[src/rtl/mem_ctrl_pkg.sv]
// Shared types and constants for the memory-stage controller and the condition checker.
// Holds the controller state encoding, ARM condition codes and NZCV flag positions.
package mem_ctrl_pkg;

    typedef enum logic [1:0] {
        ST_IDLE = 2'd0,
        ST_REQ  = 2'd1,
        ST_RESP = 2'd2
    } state_t;

    localparam logic [3:0] COND_EQ = 4'h0;
    localparam logic [3:0] COND_NE = 4'h1;
    localparam logic [3:0] COND_CS = 4'h2;
    localparam logic [3:0] COND_CC = 4'h3;
    localparam logic [3:0] COND_MI = 4'h4;
    localparam logic [3:0] COND_PL = 4'h5;
    localparam logic [3:0] COND_VS = 4'h6;
    localparam logic [3:0] COND_VC = 4'h7;
    localparam logic [3:0] COND_HI = 4'h8;
    localparam logic [3:0] COND_LS = 4'h9;
    localparam logic [3:0] COND_GE = 4'hA;
    localparam logic [3:0] COND_LT = 4'hB;
    localparam logic [3:0] COND_GT = 4'hC;
    localparam logic [3:0] COND_LE = 4'hD;
    localparam logic [3:0] COND_AL = 4'hE;
    localparam logic [3:0] COND_NV = 4'hF;

    localparam int FLAG_N = 31;
    localparam int FLAG_Z = 30;
    localparam int FLAG_C = 29;
    localparam int FLAG_V = 28;

endpackage

[src/rtl/cond_check.sv]
// ARM condition evaluator: pass=1 when cond is satisfied by the NZCV flags.
// Latency: purely combinational, zero cycles.
// Backpressure: none; a stateless function that is reusable by the branch unit.
module cond_check
    import mem_ctrl_pkg::*;
(
    input  logic [3:0] cond,
    input  logic       flag_n,
    input  logic       flag_z,
    input  logic       flag_c,
    input  logic       flag_v,
    output logic       pass
);

    always_comb begin
        pass = 1'b0;
        case (cond)
            COND_EQ: pass = flag_z;
            COND_NE: pass = ~flag_z;
            COND_CS: pass = flag_c;
            COND_CC: pass = ~flag_c;
            COND_MI: pass = flag_n;
            COND_PL: pass = ~flag_n;
            COND_VS: pass = flag_v;
            COND_VC: pass = ~flag_v;
            COND_HI: pass = flag_c & ~flag_z;
            COND_LS: pass = ~flag_c | flag_z;
            COND_GE: pass = (flag_n == flag_v);
            COND_LT: pass = (flag_n != flag_v);
            COND_GT: pass = ~flag_z & (flag_n == flag_v);
            COND_LE: pass = flag_z | (flag_n != flag_v);
            COND_AL: pass = 1'b1;
            default: pass = 1'b0;
        endcase
    end

endmodule

[src/rtl/mem_access_ctrl.sv]
// Memory-stage LDR/STR controller: condition gating, req/ack handshake with timeout, writeback of loads.
// Latency: accept in cycle 0, mem_req from cycle 1, RESP one cycle after ack; 3 cycles minimum per op.
// Backpressure: stall held high in the accept cycle and throughout REQ; MEM_ALIGN_CHECK_EN faults misaligned words.
module mem_access_ctrl
    import mem_ctrl_pkg::*;
#(
    parameter int DATA_W   = 32,
    parameter int ADDR_W   = 32,
    parameter int MAX_WAIT = 15
) (
    input  logic                  clk,
    input  logic                  rst,
    input  logic                  op_valid,
    input  logic                  op_load,
    input  logic                  op_store,
    input  logic                  op_byte,
    input  logic [3:0]            op_cond,
    input  logic [3:0]            op_rd,
    input  logic [31:0]           status_reg,
    input  logic [ADDR_W-1:0]     addr_in,
    input  logic [DATA_W-1:0]     store_data,
    output logic                  mem_req,
    output logic                  mem_we,
    output logic [ADDR_W-1:0]     mem_addr,
    output logic [DATA_W-1:0]     mem_wdata,
    output logic [DATA_W/8-1:0]   mem_be,
    input  logic                  mem_ack,
    input  logic [DATA_W-1:0]     mem_rdata,
    output logic                  stall,
    output logic                  wb_valid,
    output logic [3:0]            wb_rd,
    output logic [DATA_W-1:0]     wb_data,
    output logic                  fault
);

    localparam int BE_W   = DATA_W / 8;
    localparam int LANE_W = (BE_W > 1) ? $clog2(BE_W) : 1;
    localparam int CNT_W  = (MAX_WAIT > 1) ? $clog2(MAX_WAIT) : 1;
    localparam logic [ADDR_W-1:0] LANE_MASK = ADDR_W'(BE_W - 1);
    localparam logic [CNT_W-1:0]  CNT_LAST  = CNT_W'(MAX_WAIT - 1);

    state_t              state_q, state_d;
    logic [CNT_W-1:0]    cnt_q, cnt_d;
    logic [ADDR_W-1:0]   addr_q, addr_d;
    logic [DATA_W-1:0]   wdata_q, wdata_d;
    logic [BE_W-1:0]     be_q, be_d;
    logic                we_q, we_d;
    logic                load_q, load_d;
    logic                byte_q, byte_d;
    logic [3:0]          rd_q, rd_d;
    logic [DATA_W-1:0]   rdata_q, rdata_d;
    logic                fault_q, fault_d;

    logic                cond_pass;
    logic                accept;
    logic [LANE_W-1:0]   lane_in, lane_q;
    logic [7:0]          byte_sel;
    logic                unused_status;

    assign unused_status = ^status_reg[27:0];

    cond_check u_cond_check (
        .cond   (op_cond),
        .flag_n (status_reg[FLAG_N]),
        .flag_z (status_reg[FLAG_Z]),
        .flag_c (status_reg[FLAG_C]),
        .flag_v (status_reg[FLAG_V]),
        .pass   (cond_pass)
    );

    // Lane mask keeps a single-lane build from selecting a nonexistent lane.
    assign lane_in  = addr_in[LANE_W-1:0] & LANE_W'(BE_W - 1);
    assign lane_q   = addr_q[LANE_W-1:0] & LANE_W'(BE_W - 1);
    assign byte_sel = mem_rdata[{lane_q, 3'b000} +: 8];
    assign accept   = ~rst & op_valid & cond_pass & (op_load | op_store) & (state_q == ST_IDLE);

`ifdef MEM_ALIGN_CHECK_EN
    logic misaligned;
    assign misaligned = ~op_byte & (lane_in != '0);
`endif

    always_comb begin
        state_d = state_q;
        cnt_d   = cnt_q;
        addr_d  = addr_q;
        wdata_d = wdata_q;
        be_d    = be_q;
        we_d    = we_q;
        load_d  = load_q;
        byte_d  = byte_q;
        rd_d    = rd_q;
        rdata_d = rdata_q;
        fault_d = 1'b0;
        stall   = 1'b0;
        case (state_q)
            ST_IDLE: begin
                if (accept) begin
                    stall   = 1'b1;
                    cnt_d   = '0;
                    addr_d  = op_byte ? addr_in : (addr_in & ~LANE_MASK);
                    be_d    = op_byte ? (BE_W'(1) << lane_in) : '1;
                    wdata_d = op_byte ? {BE_W{store_data[7:0]}} : store_data;
                    we_d    = op_store;
                    load_d  = op_load;
                    byte_d  = op_byte;
                    rd_d    = op_rd;
                    state_d = ST_REQ;
`ifdef MEM_ALIGN_CHECK_EN
                    if (misaligned) begin
                        state_d = ST_RESP;
                        fault_d = 1'b1;
                        load_d  = 1'b0;
                    end
`endif
                end
            end
            ST_REQ: begin
                stall = 1'b1;
                if (mem_ack) begin
                    rdata_d = byte_q ? DATA_W'(byte_sel) : mem_rdata;
                    state_d = ST_RESP;
                end else if (cnt_q == CNT_LAST) begin
                    fault_d = 1'b1;
                    state_d = ST_RESP;
                end else begin
                    cnt_d = cnt_q + CNT_W'(1);
                end
            end
            ST_RESP: state_d = ST_IDLE;
            default: state_d = ST_IDLE;
        endcase
    end

    always_ff @(posedge clk) begin
        if (rst) begin
            state_q <= ST_IDLE;
            cnt_q   <= '0;
            addr_q  <= '0;
            wdata_q <= '0;
            be_q    <= '0;
            we_q    <= 1'b0;
            load_q  <= 1'b0;
            byte_q  <= 1'b0;
            rd_q    <= '0;
            rdata_q <= '0;
            fault_q <= 1'b0;
        end else begin
            state_q <= state_d;
            cnt_q   <= cnt_d;
            addr_q  <= addr_d;
            wdata_q <= wdata_d;
            be_q    <= be_d;
            we_q    <= we_d;
            load_q  <= load_d;
            byte_q  <= byte_d;
            rd_q    <= rd_d;
            rdata_q <= rdata_d;
            fault_q <= fault_d;
        end
    end

    assign mem_req   = (state_q == ST_REQ);
    assign mem_we    = we_q;
    assign mem_addr  = addr_q;
    assign mem_wdata = wdata_q;
    assign mem_be    = be_q;
    assign wb_valid  = (state_q == ST_RESP) & load_q & ~fault_q;
    assign wb_rd     = rd_q;
    assign wb_data   = rdata_q;
    assign fault     = (state_q == ST_RESP) & fault_q;

endmodule

[config.mk]
export PLATFORM = sky130hd
export DESIGN_NAME = mem_access_ctrl
export DESIGN_NICKNAME = d
export VERILOG_FILES = /design/src/rtl/mem_ctrl_pkg.sv /design/src/rtl/cond_check.sv /design/src/rtl/mem_access_ctrl.sv
export SDC_FILE = /design/constraint.sdc
export NUM_CORES = 1
export LEC_CHECK = 0
export BUFFER_PORTS_ARGS = -buffer_cell sky130_fd_sc_hd__buf_2
export CAP_MARGIN = 20
export CORE_MARGIN = 1.5
export CORE_UTILIZATION = 47
export DETAILED_ROUTE_END_ITERATION = 10
export PLACE_DENSITY = 0.81
export SETUP_SLACK_MARGIN = 0.2
export SYNTH_ARGS = -nofsm -noshare
export SYNTH_HDL_FRONTEND = slang
export SYNTH_SLANG_ARGS = --single-unit
[constraint.sdc]
create_clock -name clk -period 2.2 [get_ports clk]
set_clock_uncertainty 0.1 [all_clocks]
set_input_delay 0.11 -clock clk [delete_from_list [all_inputs] [get_ports clk]]
set_output_delay 0.11 -clock clk [all_outputs]
set_load 0.02 [all_outputs]
== After elaboration in Yosys (flattened, before gate mapping) ==
Cells that the tools add are included.
Cells by class
  bitwise logic cells: 19
  reduce and logical (&&, ||, !) cells: 8
  muxes and demuxes: 16
  shift-type cells: 2
  equal/unequal tests: 23
  add/subtract/negate cells: 1
Operators with widths (count)
  two-way mux 32 bit: 2
  == test 4 bit (second input constant): 8
  indexed part select 32 x 6 -> 8 bit: 1
  == test 4 x 3 -> 1 bit (second input constant): 4
  two-way mux 4 bit: 4
  case mux 1 bit (15 select lines): 1
  AND 1 bit: 9
  == test 4 x 2 -> 1 bit (second input constant): 2
  two-way mux 2 bit: 4
  case mux 4 bit (2 select lines): 1
  inverter 1 bit: 7
  != test 2 bit (second input constant): 3
  AND reduction 2 bit: 3
  adder 4 x 1 -> 4 bit (second input constant): 1
  == test 4 x 1 -> 1 bit (second input constant): 1
  zero test 4 bit: 1
  case mux 2 bit (2 select lines): 1
  AND reduction 4 bit: 1
  left shift 1 x 2 -> 4 bit (first input constant): 1
  != test 3 x 1 -> 1 bit (second input constant): 1
  bitwise OR 1 bit: 3
  OR reduction 3 bit: 1
  == test 2 x 1 -> 1 bit (second input constant): 1
  == test 2 bit (second input constant): 1
  other kinds (6): 7
Word-level totals
  output and inout bits: 109
  word-level logic and storage cells: 80
  register bits: 114
  input bits: 143

== Depth between registers and ports, before layout ==
Gate-level depths: netlist of run 1.
  depth after elaboration: 8
  gate-level depth with buffers: 8
  gate-level depth less buffers: 7

== Modules after synthesis ==
A second synthesis of run 1 with hierarchy kept.
Second synthesis, totals
  cells, all modules: 587
  area, all modules: 5144.9 um^2
By module, submodules not included
  mem_access_ctrl: instances 1, area each 4951.0 um^2, cells each 559
  cond_check: instances 1, area each 193.9 um^2, cells each 28

== Worst setup path after synthesis of run 1 ==
No wires, ideal clock.
  path type: register to register
  from: register state_q[0]
  to: register rdata_q[4], in the netlist wb_data[4]
  slack: 0.415 ns
  stages on the path, launching flop included: 6
  arrival: 1.615 ns
  cell sequence: dfxtp_1 -> nor2b_1 -> nand2_1 -> clkbuf_1 -> a211o_1 -> a21oi_1
Between the ends
  cells in the longest elaborated chain, start to end: 2
RTL lines
  from (decl): RTL line mem_access_ctrl.sv:42  | state_t state_q, state_d;
  from (signal assigned): RTL line mem_access_ctrl.sv:148  | state_q <= state_d;
  == test 2 x 1 -> 1 bit
  net mem_req: RTL line mem_access_ctrl.sv:22  | output logic mem_req,
  AND reduction 2 bit (no line)
  to (signal assigned): RTL line mem_access_ctrl.sv:157  | rdata_q <= rdata_d;
  to (decl): RTL line mem_access_ctrl.sv:51  | logic [DATA_W-1:0] rdata_q, rdata_d;
The timed path passes the listed nets, and every way through them passes these cells.
A chain may end at the register's enable or synchronous reset.

== Worst setup path in the final report of run 1 ==
  from: input port op_load
  to: register addr_q[23], in the netlist mem_addr[23]
Between the ends
  cells in the longest elaborated chain, start to end: 4
RTL lines
  from (decl): RTL line mem_access_ctrl.sv:14  | input logic op_load,
  bitwise OR 1 bit: RTL line mem_access_ctrl.sv:75  | assign accept = ~rst & op_valid & cond_pass & (op_load | op_store) & (state_q == ST_IDLE);
  AND 1 bit (2 in a row): RTL line mem_access_ctrl.sv:75
  AND reduction 2 bit (no line)
  to (signal assigned): RTL line mem_access_ctrl.sv:150  | addr_q <= addr_d;
  to (decl): RTL line mem_access_ctrl.sv:44  | logic [ADDR_W-1:0] addr_q, addr_d;
Every way passes these cells.

==> run_results.csv, run 1 <==
group,metric,value,unit
run_status,outcome,"finished, final reports clean",
setup_path,ff2ff_setup_slack,0.36,ns
die,io_pins,252,
layout,seq_area,2280,um^2
sta,slew_headroom,0.438,
sta,rsz0062_at_grt,"false",
clocking,cts_buffers,17,
layout,drive_above_1_share,0.381,
routing,dr.pass1.iters,4,
global_routing,grt_antenna_before_repair,0,
setup_path,cpPeakStageDelay,0.52,ns
setup_path,path_max_fanout,23,
layout,multi_input_area,2840,um^2
sta,setup_tns,0,ns
setup_path,path_cells,"dlygate4sd3_1, buf_2, o2111a_1, nor3b_1, o31ai_4, buf_4, buf_12, mux2_4",
clocking,cts_setup_buffers,0,
yosys,synthFlopType,"dfxtp_1",
power_and_ir_drop,ir_drop,0.447,mV
clocking,clk_pin_slew,0.06,ns
yosys,synth.distinct_cells,46,
power_and_ir_drop,pwr_density_cell,771,nW/um^2
setup_path,reg2reg_to,"cnt_q[1]",
power_and_ir_drop,pwr-share-clk,0.499,
setup_path,worst_setup_path_end_kind,"flop",
worst_hold_path,min_from,"store_data[19]",
worst_hold_path,holdPathEnd,"mem_wdata[19]",
routing,routedWlPerCell,16.9,um
global_routing,grt_pass1_vias,5366,
yosys,synth.yosys.seq_area_share,0.427,
yosys,ys_seq_elements,114,
placement,place_area,6590,um^2
routing,dr.first_iter.drc_count,364,
yosys,syn_area,5340,um^2
clocking,h-tree-depth,4,
sta,tightestPinTransition,0.843,ns
setup_path,critical_path_class,"input pin to flop",
setup_path,worstRegToRegCells,6,
clocking,clockRootBuffer,"clkbuf_16",
power_and_ir_drop,leakagePower,0.00408,uW
placement,hpwlAfterDp,9890,um
yosys,synth_compound_area_frac,0.0846,
yosys,synth_top_family_by_area,"multiplexers",
yosys,synth_edf_count,0,
routing,totalWireLength,16700,um
yosys,synthSimpleGateAreaFrac,0.186,
global_routing,grt_start_max_net_pins,80,
setup_path,critical_path_required,2.39,ns
setup_path,r2r-start,"cnt_q[0]",
yosys,synth_xor_area_frac,0.00492,
die,die_y,110,um
routing,avgViaCountPerCell,5.20,
global_routing,overflow,0,
power_and_ir_drop,power,6260,uW
yosys,synth.mux.area_fraction,0.248,
setup_path,cp.arrival,2.09,ns
yosys,synthAdderAreaFrac,0.00469,
sta,min_period_over_period,0.867,
clocking,cts.sinks,114,
die,start_util,0.488,
yosys,syn-num-nets,677,
placement,gp_congestion,0.832,
flow_run,maxCapViolations,0,
die,fp-row-count,38,
sta,hold_viol,0,
clocking,clock_latency,0.40,ns
yosys,synthArstFlopShare,0,
clocking,cts_tree,"done",
power_and_ir_drop,switchingPower,1460,uW
sta,min_period,1.91,ns
power_and_ir_drop,pwr-share-comb,0.146,
placement,port-buffer-count,223,
setup_path,crit_slowest_cell,"dlygate4sd3_1",
die,core_area,10900,um^2
setup_path,worstPathBufferInverterCount,4,
sta,slew_violations,0,
die,die_w,110,um
worst_hold_path,min_path_type,"input pin to flop",
sta,fmax,0.524,GHz
routing,ant_nets,0,
setup_path,cp-startpoint,"op_load",
clocking,clk_path_buf_depth,2,
yosys,syn_area_per_cell,10.0,um^2
global_routing,track_usage,0.279,
power_and_ir_drop,p_int,4800,uW
routing,vias,5124,
global_routing,grt_pass1_wl,25600,um
die,die-area,12000,um^2
layout,fill_cells,754,
yosys,ys.warnings.count,0,
worst_hold_path,hold_depth,4,
setup_path,cp_top_family,"buffers and inverters",
layout,diodes,0,
layout,stdcell_area,8120,um^2
layout,nNetsFinal,979,
yosys,synthCells,532,
setup_path,path_depth,8,
power_and_ir_drop,p_sw_frac,0.233,
setup_path,cp-start-kind,"input pin",
layout,syn2layout_area_growth,52.0,%
power_and_ir_drop,seqPwrFrac,0.355,
routing,drc,0,
sta,setup_viol,0,
-- per-stage QoR --
stage | hold slack [ns] | utilization | instances | setup WS [ns]
2_1_floorplan | 0.0884 | - | 532 | 0.415
3_3_place_gp | 0.237 | 0.602 | 869 | 0.197
3_5_place_dp | 0.239 | 0.602 | 869 | 0.115
4_1_cts | 0.00423 | 0.742 | 986 | 0.286
5_1_grt | 0.0382 | 0.742 | 986 | 0.247
6_report | 0.00883 | 0.742 | 986 | 0.292
-- how the worst max path moves through the flow --
stage                    to  slack (ns)
3_3_place_gp   mem_wdata[6]        0.20
3_5_place_dp   mem_wdata[6]        0.12
5_1_grt        mem_addr[23]        0.25
6_report       mem_addr[23]        0.29
4_1_cts         wb_data[31]        0.29
2_1_floorplan    wb_data[4]        0.41
-- power groups by stage --
stage | sequential, uW | combinational [uW] | clock, uW
CTS | 2210 | 892 | 3160
finish | 2220 | 914 | 3120
floorplan | 2370 | 367 | 0
detailed placement | 2250 | 766 | 0
global placement | 2250 | 743 | 0
global route | 2230 | 975 | 3250
-- worst register-to-register path, stage by stage, from the launching register on --
cell	delay, ns
dfxtp_1	0.39
inv_1	0.06
ha_1	0.20
a311oi_1	0.35
nand2_1	0.21
and2_1	0.21
a31o_1	0.20
-- layout by cell type (no fill, tap or decap), drive strengths merged, types with 3 or more instances in the layout --
cell,n
buf,238
dfxtp,114
inv,4
nand2b,3
nand2,56
mux2i,59
o21ai,11
nor2b,48
clkbuf,21
nor3b,29
dlygate4sd3,86
bufinv,6
mux2,50
nor2,36
nand3,4
a211o,9
a21oi,36
-- sequential cells by signal (all words and copies together) (netlist names) --
signal     flops
mem_addr      32
cnt_q          4
mem_we         1
load_q         1
wb_data       32
state_q        2
fault_q        1
mem_be         4
wb_rd          4
byte_q         1
mem_wdata     32
-- Yosys cell counts (all sizes together) (2+ instances only) --
cell,instances,area [um^2]
dfxtp,114,2280
mux2i,59,591
nand2,56,210
mux2,50,736
nor2b,48,300
a21oi,36,180
nor2,36,135
nor3b,29,223
clkbuf,26,98.8
buf,15,120
o21ai,11,55.1
a211o,9,78.8
inv,4,15.0
nand3,4,20.0
nand2b,3,18.8
a21boi,2,15.0
a41o,2,20.0
and2,2,12.5
and3,2,12.5
ha,2,25.0
nand3b,2,15.0
o31a,2,17.5
o31ai,2,20.0
xnor2,2,17.5
-- logic make-up (layout without fill, tap and decap cells) --
logic type / Yosys count / after routing
AND/OR/NAND/NOR: 188 / 188
flip-flops: 114 / 114
multiplexers: 109 / 109
AO/OA/AOI/OAI: 71 / 71
buffers and inverters: 45 / 359
XOR/XNOR: 3 / 3
adder cells (fa/ha/maj): 2 / 2
-- layer usage --
metal  vias up  track usage  routed length, um
met4         0        0.146                603
met2       221        0.516               8600
met5         -            0                  0
li1       2443            -                  -
met1      2413        0.289               6410
met3        47       0.0699               1060
-- what timing repair did --
item,4_1_cts,5_1_grt
gates resized for setup,0,1
endpoints found under the hold margin,75,0
endpoints found under the setup margin,0,17
hold buffers,86,0
-- area by class of cell --
| class | count | area share |
|---|---|---|
| multi-input cells | 373 | 0.350 |
| flip-flops and latches | 114 | 0.281 |
| repair buffers | 324 | 0.264 |
| clock buffers | 21 | 0.0567 |
| clock inverters | 10 | 0.0253 |
| well taps | 140 | 0.0216 |
| inverters | 4 | 0.00185 |
(Power assumes the default switching activity.)
==> inputs of run 2 (changes only) <==
--- a/config.mk
+++ b/config.mk
@@ -7,6 +7,7 @@
 export LEC_CHECK = 0
 export BUFFER_PORTS_ARGS = -buffer_cell sky130_fd_sc_hd__buf_2
 export CAP_MARGIN = 20
+export CORE_ASPECT_RATIO = 1.25
 export CORE_MARGIN = 1.5
 export CORE_UTILIZATION = 47
 export DETAILED_ROUTE_END_ITERATION = 10
==> run_results.csv, run 2 (synthesis results as in run 1) <==
group,metric,value,unit
layout,stdcell_area,8050,um^2
routing,vias,5087,
power_and_ir_drop,leakagePower,0.00405,uW
setup_path,cp.arrival,2.05,ns
die,die-area,12000,um^2
sta,setup_tns,0,ns
placement,port-buffer-count,223,
sta,setup_viol,0,
layout,layout_commonest_cell,"buf_2",
setup_path,critical_path_class,"input pin to flop",
setup_path,path_max_fanout,57,
routing,avgViaCountPerCell,5.22,
sta,min_period_over_period,0.845,
routing,dr.first_iter.drc_count,196,
global_routing,busiest_layer,"met2",
setup_path,endpoint,"byte_q",
placement,hpwlAfterDp,9240,um
sta,fmax,0.538,GHz
global_routing,grt_start_max_net_pins,80,
layout,drive_above_1_share,0.386,
die,io_pins,252,
routing,dr.pass1.iters,5,
layout,final_util,0.726,
setup_path,ff2ff_setup_slack,0.38,ns
worst_hold_path,min_path_type,"input pin to flop",
clocking,cts.sinks,114,
layout,nNetsFinal,972,
placement,place_inst,861,
setup_path,cp-start-kind,"input pin",
setup_path,worst_setup_path_end_kind,"flop",
placement,place_area,6550,um^2
die,die_y,122,um
die,core_area,11100,um^2
power_and_ir_drop,pwr_density_cell,776,nW/um^2
global_routing,overflow,0,
routing,routedWlPerCell,16.0,um
routing,ant_nets,0,
layout,diodes,0,
global_routing,grt_antenna_before_repair,0,
clocking,h-tree-depth,4,
sta,rsz0062_at_grt,"false",
flow_run,maxCapViolations,0,
sta,tightestPinTransition,0.866,ns
clocking,cts_buffers,17,
sta,hold_ws,0.0142,ns
sta,min_period,1.86,ns
global_routing,use_met3,0.0637,
die,die_w,98.3,um
setup_path,cp-startpoint,"op_load",
setup_path,reg2reg_to,"cnt_q[1]",
clocking,cts_tree,"done",
layout,layout.cells.non_filler,975,
sta,slew_violations,0,
clocking,clockRootBuffer,"clkbuf_16",
sta,slew_headroom,0.423,
routing,totalWireLength,15600,um
global_routing,met1_usage,0.274,
layout,syn2layout_area_growth,50.8,%
die,start_util,0.482,
setup_path,r2r-start,"cnt_q[0]",
setup_path,worstRegToRegCells,6,
clocking,clk_path_buf_depth,2,
placement,gp_congestion,0.820,
worst_hold_path,min_from,"mem_rdata[1]",
global_routing,grt_pass1_wl,23900,um
setup_path,critical_path_required,2.39,ns
sta,hold_viol,0,
clocking,clock_latency,0.40,ns
routing,drc,0,
die,fp-row-count,43,
run_status,outcome,"finished, final reports clean",
global_routing,grt_pass1_vias,5028,
clocking,clk_pin_slew,0.05,ns
layout,final_cell_mix,"223 x buf_2, 114 x dfxtp_1, 82 x dlygate4sd3_1",
global_routing,track_usage,0.248,
power_and_ir_drop,ir_drop,0.605,mV
global_routing,gr-usage-met2,0.448,
-- run 2: cell types whose count changed in the layout (fill, tap and decap cells not counted), sizes merged --
cell,previous run,this run
buf,238,235
clkinv,2,5
clkinvlp,2,3
clkbuf,21,18
dlygate4sd3,86,82
-- run 2: where the power goes --
part	switching, uW	total (uW)	internal (uW)
registers	50.9	2220	2160
logic	445	896	451
clock network	987	3140	2150
-- run 2: metal layers --
metal | share of wire | wire [um] | vias up
met5 | 0 | 0 | -
met4 | 0.028 | 442 | 0
met3 | 0.054 | 849 | 32
met2 | 0.52 | 8130 | 197
met1 | 0.40 | 6190 | 2434
li1 | - | - | 2424
-- run 2: worst min path at each step --
stage / to / slack, ns / cells past startpoint
final: wb_data[1] / 0.01 / 4
after global routing: wb_data[5] / 0.002 / 4
after CTS: wb_data[1] / 0.003 / 4
after detailed placement: mem_addr[30] / 0.24 / 2
after global placement: mem_addr[5] / 0.24 / 2
after floorplan: fault_q / 0.09 / 1
-- run 2: critical path, cell delays in order --
cell and delay [ns]:
dlygate4sd3_1 0.54, buf_2 0.13, o2111a_1 0.25, nor3b_2 0.17, o31ai_4 0.08, buf_12 0.37
mux2_4 0.33
-- run 2: timing repair --
action,4_1_cts,5_1_grt
buffers inserted,0,0
gates resized for setup,0,2
hold endpoints to repair,75,0
endpoints found under the setup margin,0,13
hold buffers,82,0
-- run 2: layout make-up --
class / instances / area, um^2
Multi-Input combinational cell: 373 / 2850
Sequential cell: 114 / 2280
Timing Repair Buffer: 317 / 2060
Inverter: 4 / 15.0
Clock inverter: 14 / 235
Fill cell: 793 / 3030
Tap cell: 135 / 169
Clock buffer: 18 / 439
-- run 2: metrics by stage --
stage / setup slack [ns] / total power, uW
after floorplan: 0.415 / 2730
after global placement: 0.180 / 2990
after detailed placement: 0.108 / 3010
after CTS: 0.311 / 6260
after global routing: 0.274 / 6460
final: 0.340 / 6250
